`src/rtl/fifo_uart_tx.sv`:
```
// Drains bytes from a normal (non-show-ahead) FIFO and sends each one as a UART frame, 8N1 by default.
// Define UART_PARITY_EN to insert an even-parity bit between the data bits and the stop bit.
module fifo_uart_tx #(
    parameter int CLK_FREQ = 100_000_000,
    parameter int BAUD     = 115200
) (
    input  logic       clk,
    input  logic       reset,
    input  logic       empty,
    input  logic [7:0] q,
    output logic       rdreq,
    output logic       txd,
    output logic       busy,
    output logic       tx_done
);

    localparam int          BAUD_DIV = CLK_FREQ / BAUD;
    localparam logic [15:0] DIV_LAST = 16'(BAUD_DIV - 1);
    localparam logic [15:0] DIV_PRE  = 16'(BAUD_DIV - 2);
    localparam bit          ONE_CLK_BIT = (BAUD_DIV == 1);

`ifdef UART_PARITY_EN
    typedef enum logic [2:0] {IDLE, RD, WAIT, START, DATA, PARITY, STOP} state_t;
`else
    typedef enum logic [2:0] {IDLE, RD, WAIT, START, DATA, STOP} state_t;
`endif

    state_t      state;
    logic [7:0]  shreg;
    logic [2:0]  bit_cnt;
    logic [15:0] baud_cnt;
`ifdef UART_PARITY_EN
    logic        parity_bit;
`endif

    // Every output is a register; txd is loaded with the level of the bit about to start.
    always_ff @(posedge clk or posedge reset) begin
        if (reset) begin
            state    <= IDLE;
            txd      <= 1'b1;
            rdreq    <= 1'b0;
            busy     <= 1'b0;
            tx_done  <= 1'b0;
            shreg    <= '0;
            bit_cnt  <= '0;
            baud_cnt <= '0;
`ifdef UART_PARITY_EN
            parity_bit <= 1'b0;
`endif
        end else begin
            rdreq   <= 1'b0;
            tx_done <= 1'b0;
            case (state)
                IDLE: begin
                    txd <= 1'b1;
                    if (!empty) begin
                        state    <= RD;
                        rdreq    <= 1'b1;
                        busy     <= 1'b1;
                        baud_cnt <= '0;
                    end
                end
                RD: begin
                    state    <= WAIT;
                    baud_cnt <= '0;
                end
                WAIT: begin
                    // q is valid now, one clk after the read request was seen by the FIFO
                    shreg    <= q;
`ifdef UART_PARITY_EN
                    parity_bit <= ^q;
`endif
                    state    <= START;
                    txd      <= 1'b0;
                    baud_cnt <= '0;
                end
                START: begin
                    if (baud_cnt == DIV_LAST) begin
                        state    <= DATA;
                        baud_cnt <= '0;
                        bit_cnt  <= '0;
                        txd      <= shreg[0];
                    end else begin
                        baud_cnt <= baud_cnt + 16'd1;
                    end
                end
                DATA: begin
                    if (baud_cnt == DIV_LAST) begin
                        baud_cnt <= '0;
                        if (bit_cnt == 3'd7) begin
                            bit_cnt <= '0;
`ifdef UART_PARITY_EN
                            state   <= PARITY;
                            txd     <= parity_bit;
`else
                            state   <= STOP;
                            txd     <= 1'b1;
                            tx_done <= ONE_CLK_BIT;
`endif
                        end else begin
                            bit_cnt <= bit_cnt + 3'd1;
                            shreg   <= {1'b0, shreg[7:1]};
                            txd     <= shreg[1];
                        end
                    end else begin
                        baud_cnt <= baud_cnt + 16'd1;
                    end
                end
`ifdef UART_PARITY_EN
                PARITY: begin
                    if (baud_cnt == DIV_LAST) begin
                        state    <= STOP;
                        baud_cnt <= '0;
                        txd      <= 1'b1;
                        tx_done  <= ONE_CLK_BIT;
                    end else begin
                        baud_cnt <= baud_cnt + 16'd1;
                    end
                end
`endif
                STOP: begin
                    txd <= 1'b1;
                    // tx_done is registered, so it is armed one cycle ahead of the final stop cycle
                    if (!ONE_CLK_BIT && baud_cnt == DIV_PRE) begin
                        tx_done <= 1'b1;
                    end
                    if (baud_cnt == DIV_LAST) begin
                        state    <= IDLE;
                        busy     <= 1'b0;
                        baud_cnt <= '0;
                    end else begin
                        baud_cnt <= baud_cnt + 16'd1;
                    end
                end
                default: begin
                    state    <= IDLE;
                    busy     <= 1'b0;
                    txd      <= 1'b1;
                    baud_cnt <= '0;
                    bit_cnt  <= '0;
                end
            endcase
        end
    end

endmodule

```
`config.mk`:
```
export PLATFORM = sky130hd
export DESIGN_NAME = fifo_uart_tx
export DESIGN_NICKNAME = d
export VERILOG_FILES = /design/src/rtl/fifo_uart_tx.sv
export SDC_FILE = /design/constraint.sdc
export NUM_CORES = 1
export LEC_CHECK = 0
export ABC_CLOCK_PERIOD_IN_PS = 4400
export CORE_MARGIN = 2
export CORE_UTILIZATION = 30
export DETAILED_ROUTE_END_ITERATION = 8
export SETUP_SLACK_MARGIN = 0.5
export SKIP_LAST_GASP = 1
export SLEW_MARGIN = 20
export SYNTH_ARGS = -nofsm -noshare
export SYNTH_HDL_FRONTEND = slang
export SYNTH_SLANG_ARGS = --single-unit
export TNS_END_PERCENT = 100
```
`constraint.sdc`:
```
create_clock -name clk -period 4.4 [get_ports clk]
set_clock_uncertainty 0.1 [all_clocks]
set_input_delay 0.66 -clock clk [delete_from_list [all_inputs] [get_ports clk]]
set_output_delay 0.66 -clock clk [all_outputs]
set_load 0.01 [all_outputs]
```
## Word-level counts from Yosys, hierarchy flattened

Index checks and enable logic that the tools add are counted.

| cells by class | value |
|---|---|
| add/sub/neg operators | 2 |
| equal/unequal tests | 14 |
| multiplexer cells | 26 |
| bitwise operators | 3 |
| reduce and logical (&&, ||, !) cells | 10 |

Operators by type and width:

| cell | number |
|---|---|
| == test 16 x 10 -> 1 bit, second input constant | 2 |
| 2-to-1 mux 16 bit | 2 |
| case mux 16 bit (2 select lines) | 1 |
| 2-to-1 mux 3 bit | 7 |
| case mux 3 bit (6 select lines) | 1 |
| adder 16 x 1 -> 16 bit, second input constant | 1 |
| 2-to-1 mux 8 bit | 2 |
| case mux 8 bit (2 select lines) | 1 |
| != test 2 bit, second input constant | 6 |
| AND reduction 3 bit | 4 |
| == test 3 bit, second input constant | 3 |
| 2-to-1 mux 1 bit | 9 |
| case mux 3 bit (3 select lines) | 1 |
| OR reduction 4 bit | 2 |
| == test 3 x 2 -> 1 bit, second input constant | 2 |
| AND reduction 5 bit | 1 |
| case mux 1 bit (4 select lines) | 1 |
| adder 3 x 1 -> 3 bit, second input constant | 1 |
| == test 3 x 1 -> 1 bit, second input constant | 1 |
| zero test 3 bit | 1 |
| inverter 1 bit | 3 |
| case mux 1 bit (3 select lines) | 1 |
| OR reduction 3 bit | 1 |
| nonzero test 2 bit | 1 |

| word-level totals | value |
|---|---|
| flip-flop bits (word level) | 34 |
| bits of input ports | 11 |
| output and inout port bits | 4 |
| word-level logic and storage cells | 63 |

## Logic depth before layout (Yosys ltp)

| logic depth | value |
|---|---|
| depth in word-level cells | 4 |
| depth in mapped cells | 7 |
| depth with buffers taken out | 6 |

## Worst setup path after synthesis

Ideal clock, no wire load.

| timing | value |
|---|---|
| path kind | reg2reg |
| from | register baud_cnt[0] |
| to | register baud_cnt[13] |
| library setup time | 69 ps |
| arrival | 1546 ps |
| required time | 4231 ps |
| setup slack | 2685 ps |
| cell stages (with the launch flop) | 8 |
| path buffers | 1 |
| period minus slack after synthesis | 1715 ps |
| path through | dfrtp_1 > ha_1 > and3_1 > nand4_1 > nand2_1 > buf_4 > or3_1 > nand3_1 |

| between the ends | value |
|---|---|
| cells in the longest elaborated chain, start to end | 3 |
| elaborated cells between the ends (all ways) | 4 |
| classes of those cells | add/sub: 1; eq/ne: 1; mux: 2 |

Ends and longest elaborated chain:

| element | RTL line | text |
|---|---|---|
| from (decl) | 31 | `logic [15:0] baud_cnt;` |
| from (signal assigned) | 84 | `baud_cnt <= baud_cnt + 16'd1;` |
| from (signal assigned) | 106 | `baud_cnt <= baud_cnt + 16'd1;` |
| from (signal assigned) | 132 | `baud_cnt <= baud_cnt + 16'd1;` |
| adder 16 x 1 -> 16 bit or == test 16 x 10 -> 1 bit (tied branches) | n/a |  |
| 2-to-1 mux 16 bit * | 78, 88, 127 |  |
| case mux 16 bit (2 select lines) * | 53 | `case (state)` |

Every way passes the cells marked *; elsewhere a longest branch is shown, timed or not.
A chain may end at the register's enable or synchronous reset.

## Final worst setup path

| timing | value |
|---|---|
| from | register state[0] |
| to | register baud_cnt[6] |

| between the ends | value |
|---|---|
| cells in the longest elaborated chain, start to end | 3 |
| elaborated cells between the ends (all ways) | 7 |
| classes of those cells | eq/ne: 4; mux: 1; reduce/logical: 2 |

Ends and longest elaborated chain:

| element | RTL line | text |
|---|---|---|
| from (decl) | 28 | `state_t state;` |
| from (signal assigned) | 39 | `state <= IDLE;` |
| from (signal assigned) | 57 | `state <= RD;` |
| from (signal assigned) | 64 | `state <= WAIT;` |
| == test 3 bit or == test 3 x 2 -> 1 bit (tied branches) | 53 |  |
| OR reduction 3 bit (no line) | n/a |  |
| case mux 16 bit (2 select lines) | 53 |  |

Several ways; a longest one is shown, not always the timed one.

==> flow_summary.toml <==
[clock_network]
tritoncts_num_sinks = 34
library_cell_used_as_clock_root_buffer = "clkbuf_8"
cts_hold_repair.buffers = 0
cts_inserted_buffers = 5
cts_setup_buffers = 0
h_tree_depth = 2
clock_path_buffers = 2
cts.reportedPaths.clkPinSlew_ns = 0.07
cts_tree = "yes"
clkLatencyLatePin_ns = 0.29
postCtsResizedCells = 0

[floorplanning]
fp-row-count = 28
core_region_mm2 = 0.00603
floorplan.initialDensity_pct = 31.4
die_width_um = 83.4
floorplan.die.height_um = 83.4
io_pins = 15
die_area_mm2 = 0.00696

[synthesis]
synth_mux_area_share_pct = 4.49
postSynthCellCount = 203
synth_top_family_by_area = "simple AND/OR/NAND/NOR gates"
synth_warnings = 0
synth_edf_count = 0
post_synth.cell_area_avg_um2 = 9.33
postSynth.topFlopCell = "dfrtp_1"
ys_types = 45
mappedNetlistArea_mm2 = 0.00189
synth_seq_area_share_pct = 45.0
post_synth_fa_ha_maj_area_fraction_pct = 2.64
synth_compound_gate_area_share_pct = 19.8
yosys_register_bits = 34
yosys.area_share.xor_xnor_pct = 0
synthArstFlopShare_pct = 100
syn_nets = 218
synth_simple_gate_area_share_pct = 23.5

[global_route]
grt_start_max_net_pins = 26
gr-usage-all-layers_pct = 12.8
grt_pass1_vias = 1462
wire_length_of_the_first_global_routing_pass_um = 7240
grt_antenna_before_repair = 0
grt_overflow = 0

[route]
total_number_of_vias = 1527
drc = 0
route.detailed.wl_per_inst_um = 13.7
drt_iter0_drc = 81
detail_route.vias_per_cell = 5.21
drt_pass1_iterations = 4
postRouteAntennaNets = 0
drt_wl_total_um = 4020

[cells_and_area]
diode_insertion_count_for_antenna_repair = 0
drive_above_1_share_pct = 9.17
layout-area-overhead-vs-synth_pct = 15.9
finalNetCount = 232
layout.filler_cells = 622

[placement]
dp_slack_ns = 2.25
portBuffers = 14
hpwlAfterDp_um = 2830
finalWeightedCongestion = 0.825

[critical_path]
critPathKind = "flop to flop"
timing.rr.start = "state[0]$_DFFE_PP0P_"
worst-path-max-fanout = 16
nature_of_the_critical_path_endpoint = "flop"
worstPathRequired_ns = 4.51
setup.worst_path.start_class = "flop"
critical_path_arrival_ns = 2.27
regToRegSetupSlack_ns = 2.24
crit_path_start = "state[0]$_DFFE_PP0P_"

[sta]
finalHoldViolCount = 0
setup_viol = 0
totalNegativeSetupSlack_ns = 0
fin_crit_sh_pct = 49.2
worst_slack_ns = 2.24
timing.max_slew.rel_slack_pct = 37.2
finalWorstPathRequiredPeriod_ns = 2.16
rsz_0062_raised_after_global_routing = "false"
tightestPinTransition_ns = 0.937
final_max_slew_viol_count = 0
fmax_ghz = 0.462

[pwr]
cell_internal_pwr_mw = 0.485
power-per-cell-area_mw_per_mm2 = 280
leakagePower_nw = 0.963
combPwrFrac_pct = 3.6
power.share.clock_pct = 44.5
p_switching_mw = 0.128
power.share.sequential_pct = 51.9
worst_ir_drop_vdd_mv = 0.0929
sw_frac_of_total_pct = 20.9

[outcome]
outcome = "completed"

[flow_run]
cap_violations = 0

[worst_hold_path]
hold_path_class = "flop to flop"
worst_hold_startpoint = "shreg[6]$_DFFE_PP0P_"
per-layer routing:
layer  vias up  global-route usage (%)  routed length, um
li1        775                       -                  -
met1       717                    18.2               2060
met2        28                    17.8               1760
met3         7                    3.68                121
met4         0                    5.87                 87
met5         -                       0                  0
metrics by stage:
| stage | instances | hold slack, ns | power, mW | cell area [um2] | utilization [%] |
|---|---|---|---|---|---|
| after floorplan | 203 | 0.354 | 0.333 | 1890 | - |
| after global placement | 285 | 0.370 | 0.347 | 2080 | 34.6 |
| after detailed placement | 285 | 0.380 | 0.347 | 2080 | 34.6 |
| after CTS | 293 | 0.396 | 0.623 | 2190 | 36.4 |
| after global routing | 293 | 0.426 | 0.636 | 2190 | 36.4 |
| final | 293 | 0.395 | 0.614 | 2190 | 36.4 |
state kept, by name, summed over array words and instances, names as in the netlist:
register,count
baud_cnt,16
bit_cnt,3
busy,1
rdreq,1
shreg,8
state,3
tx_done,1
txd,1
worst paths after layout:
kind,endpoint,cells after the start
max,baud_cnt[6]$_DFFE_PP0P_,5
min reg2reg,shreg[6]$_DFFE_PP0P_,2
max in group asynchronous,baud_cnt[7]$_DFFE_PP0P_,3
min in group asynchronous,baud_cnt[1]$_DFFE_PP0P_,2
max reg2reg,baud_cnt[6]$_DFFE_PP0P_,5
min,shreg[6]$_DFFE_PP0P_,2
layout make-up:
| type | instances | area, um2 | share of cell area [%] |
|---|---|---|---|
| multi-input combinational | 152 | 956 | 43.6 |
| clock buffer | 8 | 110 | 5.02 |
| inverter | 9 | 33.8 | 1.54 |
| sequential | 34 | 852 | 38.8 |
| tap | 75 | 93.8 | 4.28 |
| timing repair buffer | 15 | 148 | 6.73 |
synth_stat cells, types with 3 or more instances:
master   count  area share [%]
dfrtp_1     33              44
nand2_1     29             5.7
o21ai_0     13             3.4
a31oi_1     11             3.6
a21oi_1     10             2.6
o21ai_1     10             2.6
inv_1        9             1.8
nand3_1      9             2.4
nor2_1       9             1.8
and3_1       8             2.6
mux2i_1      7             3.7
ha_1         4             2.6
or3_1        4             1.3
buf_4        3             1.2
nand4_1      3            0.99
nor3_1       3            0.79
power by group through the flow:
stage	sequential [mW]	combinational, mW	clock (mW)
after floorplan	0.324	0.00946	0
after global placement	0.324	0.0225	0
after detailed placement	0.324	0.0229	0
after CTS	0.318	0.0229	0.282
after global routing	0.319	0.0250	0.293
final	0.319	0.0219	0.273
worst max-delay path: stages, from the launching register on:
cell and delay, ns:
dfrtp_1 0.67, inv_1 0.25, o21a_1 0.27, nor2_2 0.43, o21ai_0 0.16, a31oi_1 0.19
cell usage in the layout, fill, tap and decap left out, drive strengths merged, types with 2 or more instances in the layout:
cell type / count
a21o: 2
a21oi: 10
a31oi: 12
and3: 8
and4: 3
clkbuf: 8
clkdlybuf4s50: 14
dfrtp: 33
ha: 4
inv: 8
mux2i: 7
nand2: 29
nand2b: 2
nand3: 9
nand4: 3
nor2: 11
nor3: 3
nor3b: 2
nor4: 3
nor4b: 2
o21ai: 24
o22ai: 2
o31ai: 2
or3: 4
logic make-up (layout without fill, tap and decap cells):
logic type | Yosys count | count (layout)
simple gates | 80 | 80
compound gates | 60 | 60
flops | 34 | 34
buf+inv | 17 | 32
mux | 8 | 8
fa+ha+maj | 4 | 4
Note: power is estimated with default switching activity, not from simulation.
